## src/rtl/computing_arbiter.sv

```systemverilog
// Round-robin arbiter sharing one computing device (adder/compare slave) among NUM_REQ requesters.
// Latency: request seen in IDLE at cycle R -> device enable at R+1 -> ack/rdata at R+2+DEV_LATENCY.
// Backpressure: one transaction in flight; other requesters hold req until ack (level request, one-cycle ack).
//
// Ports:
//   clk, rst                 rising-edge clock, synchronous active-high reset
//   req[NUM_REQ]             level requests; req_addr/req_wdata packed per requester
//                            (requester i at [i*DATA_WIDTH +: DATA_WIDTH])
//   ack[NUM_REQ], rdata      one-hot completion pulse and its result (rdata 0 otherwise)
//   busy                     high whenever a transaction is in progress
//   device_en, dev_address,  device bus, driven only in the issue cycle and 0 otherwise
//   dev_wdata, dev_rdata     because the slave buses are OR-combined
module computing_arbiter #(
  parameter int DATA_WIDTH  = 8,
  parameter int NUM_REQ     = 4,
  parameter int DEV_LATENCY = 1
) (
  input  logic                          clk,
  input  logic                          rst,
  input  logic [NUM_REQ-1:0]            req,
  input  logic [NUM_REQ*DATA_WIDTH-1:0] req_addr,
  input  logic [NUM_REQ*DATA_WIDTH-1:0] req_wdata,
  output logic [NUM_REQ-1:0]            ack,
  output logic [DATA_WIDTH-1:0]         rdata,
  output logic                          busy,
  output logic                          device_en,
  output logic [DATA_WIDTH-1:0]         dev_address,
  output logic [DATA_WIDTH-1:0]         dev_wdata,
  input  logic [DATA_WIDTH-1:0]         dev_rdata
);

  localparam int PTR_W = $clog2(NUM_REQ);
  localparam logic [PTR_W:0]   NREQ = (PTR_W+1)'(NUM_REQ);
  localparam logic [PTR_W-1:0] LAST = PTR_W'(NUM_REQ - 1);

  typedef enum logic [1:0] {
    IDLE  = 2'd0,
    ISSUE = 2'd1,
    WAIT  = 2'd2,
    RESP  = 2'd3
  } state_t;

  state_t                  state;
  state_t                  state_nxt;
  logic [PTR_W-1:0]        rr_ptr;
  logic [PTR_W-1:0]        grant;
  logic [PTR_W-1:0]        pick_idx;
  logic                    pick_vld;
  logic [PTR_W:0]          pos;
  logic [3:0]              lat_cnt;
  logic [DATA_WIDTH-1:0]   lat_addr;
  logic [DATA_WIDTH-1:0]   lat_wdata;
  logic [DATA_WIDTH-1:0]   result;

  // Round-robin pick: scan rr_ptr, rr_ptr+1, ... with wrap. Scanning from the far
  // end down lets the closest set bit overwrite earlier hits, so no loop exit is needed.
  // The explicit subtract handles non-power-of-2 NUM_REQ.
  always_comb begin
    pick_vld = 1'b0;
    pick_idx = '0;
    pos      = '0;
    for (int k = NUM_REQ - 1; k >= 0; k--) begin
      pos = {1'b0, rr_ptr} + (PTR_W+1)'(k);
      if (pos >= NREQ) begin
        pos = pos - NREQ;
      end
      if (req[pos[PTR_W-1:0]]) begin
        pick_vld = 1'b1;
        pick_idx = pos[PTR_W-1:0];
      end
    end
  end

  always_ff @(posedge clk) begin
    if (rst) begin
      state <= IDLE;
    end else begin
      state <= state_nxt;
    end
  end

  // Next state and outputs. All bus outputs default to 0 outside their own state.
  always_comb begin
    state_nxt   = state;
    ack         = '0;
    rdata       = '0;
    busy        = (state != IDLE);
    device_en   = 1'b0;
    dev_address = '0;
    dev_wdata   = '0;
    unique case (state)
      IDLE: begin
        if (pick_vld) begin
          state_nxt = ISSUE;
        end
      end
      ISSUE: begin
        device_en   = 1'b1;
        dev_address = lat_addr;
        dev_wdata   = lat_wdata;
        state_nxt   = WAIT;
      end
      WAIT: begin
        // <= 1 rather than == 1 so a corrupted count can never stall the arbiter
        if (lat_cnt <= 4'd1) begin
          state_nxt = RESP;
        end
      end
      RESP: begin
        ack[grant] = 1'b1;
        rdata      = result;
        state_nxt  = IDLE;
      end
      default: state_nxt = IDLE;
    endcase
  end

  // Datapath: operands are captured at grant so the requester may change or drop
  // its inputs afterwards without disturbing the in-flight transaction.
  always_ff @(posedge clk) begin
    if (rst) begin
      rr_ptr    <= '0;
      grant     <= '0;
      lat_cnt   <= '0;
      lat_addr  <= '0;
      lat_wdata <= '0;
      result    <= '0;
    end else begin
      unique case (state)
        IDLE: begin
          if (pick_vld) begin
            grant     <= pick_idx;
            lat_addr  <= req_addr[int'(pick_idx)*DATA_WIDTH +: DATA_WIDTH];
            lat_wdata <= req_wdata[int'(pick_idx)*DATA_WIDTH +: DATA_WIDTH];
          end
        end
        ISSUE: begin
          lat_cnt <= 4'(DEV_LATENCY);
        end
        WAIT: begin
          lat_cnt <= lat_cnt - 4'd1;
          // counter at 1 means DEV_LATENCY cycles have passed since the issue cycle
          if (lat_cnt <= 4'd1) begin
            result <= dev_rdata;
          end
        end
        RESP: begin
          rr_ptr <= (grant == LAST) ? '0 : grant + PTR_W'(1);
        end
        default: begin
        end
      endcase
    end
  end

endmodule
```

## config.mk

```make
export PLATFORM = sky130hd
export DESIGN_NAME = computing_arbiter
export DESIGN_NICKNAME = d
export VERILOG_FILES = /design/src/rtl/computing_arbiter.sv
export SDC_FILE = /design/constraint.sdc
export NUM_CORES = 1
export LEC_CHECK = 0
export CAP_MARGIN = 20
export CORE_MARGIN = 1
export CORE_UTILIZATION = 36
export DETAILED_ROUTE_END_ITERATION = 8
export PLACE_DENSITY_LB_ADDON = 0.15
export REMOVE_ABC_BUFFERS = 1
export SKIP_LAST_GASP = 1
export SYNTH_ARGS = -nofsm -noshare
export SYNTH_HDL_FRONTEND = slang
export SYNTH_SLANG_ARGS = --single-unit
```

## constraint.sdc

```tcl
create_clock -name clk -period 1.7 [get_ports clk]
set_input_delay 0.34 -clock clk [delete_from_list [all_inputs] [get_ports clk]]
set_output_delay 0.34 -clock clk [all_outputs]
set_load 0.01 [all_outputs]
```

==> impl_metrics.yaml <==
status:
  status: "complete, no violations"
die:
  rows: 27
  die_w_um: 78.6
  coreArea_um2: 5570
  die_h_um: 78.6
  die_area_um2: 6180
  initial_core_util_pct: 37.9
  pin_count: 108
routing:
  drtIter0Drc: 53
  postRouteAntennaNets: 0
  drcViolationCount: 0
  wl_um: 5850
  viasPerCell: 4.97
  dr.pass1.iters: 4
  vias: 2168
  wl_per_cell_um: 13.4
clock_network:
  numCtsBuffers: 5
  cts_tree: "built"
  cts.clk_slew.worst_paths_ns: 0.07
  cts_hold_buffers: 0
  clockRootBuffer: "clkbuf_8"
  clockBufferDepth: 2
  cts-htree-levels: 2
  clock_latency_ns: 0.28
  clock_sinks: 34
synthesis:
  ys_seq_area_share_pct: 32.2
  synth-edff-count: 0
  synth_cells: 237
  syn_area_um2: 2110
  synth_area_per_cell_um2: 8.91
  synth_cell_types: 38
  yosysTopAreaCellShare_pct: 32.2
  synth_top_area_cell: "dfxtp_1"
  ys_seq_elements: 34
  synth-main-ff-cell: "dfxtp_1"
  synthArstFlopShare_pct: 0
  yosysWarnings: 0
  synth_area_leaders: "dfxtp_1 32%, mux2i_1 20%, and2_1 8.3%"
layout:
  layout_common_cells: "73 x clkdlybuf4s50_1, 40 x mux2i_1, 29 x dfxtp_1"
  syn_to_final_growth_pct: 67.1
  layout_commonest_cell: "clkdlybuf4s50_1"
  stdcell_count: 436
  drive_above_1_share_pct: 22.8
  fin_nets: 451
  fillers: 498
  regArea_um2: 689
  diodes: 0
  multi_input_area_um2: 1370
timing:
  worst_pin_slew_ns: 0.275
  fin_crit_ns: 1.65
  final-max-slew-violation-count: 0
  rsz0062_at_grt: "yes"
  relSlewSlack_pct: 81.7
  skew_ns: 0.00467
  period_share_pct: 97.3
  hold_violations: 0
  tns_ns: 0
  setup_violations: 0
  max_clock_freq_mhz: 604
placed_design:
  portBuffers: 107
  place_hpwl_um: 4520
  gp_congestion: 0.799
  place_inst: 424
global_route:
  antenna_found_initial: 0
  grt_pass1_wl_um: 9710
  grt_pass1_vias: 2205
  grt_usage_pct: 19.7
  overflow: 0
  grt_max_degree: 18
worst_hold_path:
  min_path_type: "flip-flop to flip-flop"
worst_setup_path:
  path_class: "flip-flop to output pin"
  end_kind: "output pin"
  crit_required_ns: 1.36
  cp-start-kind: "flip-flop"
  crit_arrival_ns: 1.31
  cp_max_fo: 6
power:
  pwr_density_cell_nw_per_um2: 1040
  peakVddDrop_uv: 487
  leakagePower_nw: 1.53
job:
  maxCapViolCount: 0
## flip-flops by register name, summed over array words and instances, names as in the netlist
signal / flops
grant: 2
lat_cnt: 4
state: 2
result: 8
lat_addr: 8
lat_wdata: 8
rr_ptr: 2
## timing repair
item	CTS	global route
gates resized for setup	113	22
pin swaps	3	3
setup buffers	2	1
gates cloned	1	0
endpoints found under the setup margin	47	39
## synth_stat cells, types with 10 or more instances
cell type and number:
and2_1 28, inv_1 10, o221ai_1 12, dfxtp_1 34
nor2_1 22, ha_1 10, nand2_1 21, mux2i_1 42
## routing by layer
layer | track usage [%] | up-vias | share of wire (%)
met3 | 6.28 | 7 | 8.5
met5 | 0 | - | 0
li1 | - | 1086 | -
met1 | 24.7 | 985 | 44
met2 | 32.1 | 90 | 46
met4 | 5.56 | 0 | 0.87
## critical path: stages, from the launching register on
cell             delay [ns]
dfxtp_2                0.33
ha_2                   0.19
buf_4                  0.14
and2_1                 0.15
clkdlybuf4s15_2        0.22
## through the flow
stage / power, W / util, % / hold slack (ns) / setup WS [ns] / cell area (um^2)
floorplan: 0.00209 / - / 0.412 / -1.20 / 2020
global placement: 0.00290 / 60.6 / 0.437 / -0.443 / 3380
detailed placement: 0.00293 / 60.6 / 0.441 / -0.532 / 3380
CTS: 0.00364 / 62.8 / 0.464 / -0.0490 / 3500
global route: 0.00396 / 63.3 / 0.490 / -0.0386 / 3530
finish: 0.00368 / 63.3 / 0.459 / 0.0455 / 3530
## logic make-up (layout without fill, tap and decap cells)
logic type,count (synthesis),after routing,share of synthesized area [%]
fa+ha+maj,10,10,5.92
simple gates,89,89,21.7
compound gates,38,38,14.2
mux,42,42,19.9
flops,34,34,32.2
buf+inv,24,151,6.04
## worst paths after layout
check / from / end / slack (ns) / cells past startpoint
worst max register to register: rr_ptr[1] / lat_wdata[0] / 0.05 / 7
worst min-delay path: lat_addr[7] / lat_addr[7] / 0.46 / 2
worst max-delay path: state[0] / rdata[3] / 0.05 / 4
worst min register to register: lat_addr[7] / lat_addr[7] / 0.46 / 2
## report_power, final
part           internal (W)  leakage (nW)  total, W  switching (W)
registers           0.00103         0.281   0.00116       0.000129
logic              0.000970          1.19   0.00183       0.000861
clock network      0.000409        0.0575  0.000695       0.000286
## layout make-up
type | count | area share [%]
Clock buffer | 8 | 3.12
Inverter | 10 | 1.06
Multi-Input combinational cell | 179 | 38.9
Sequential cell | 34 | 19.5
Tap cell | 72 | 2.55
Timing Repair Buffer | 133 | 34.8
Note: power is estimated with default switching activity, not from simulation.
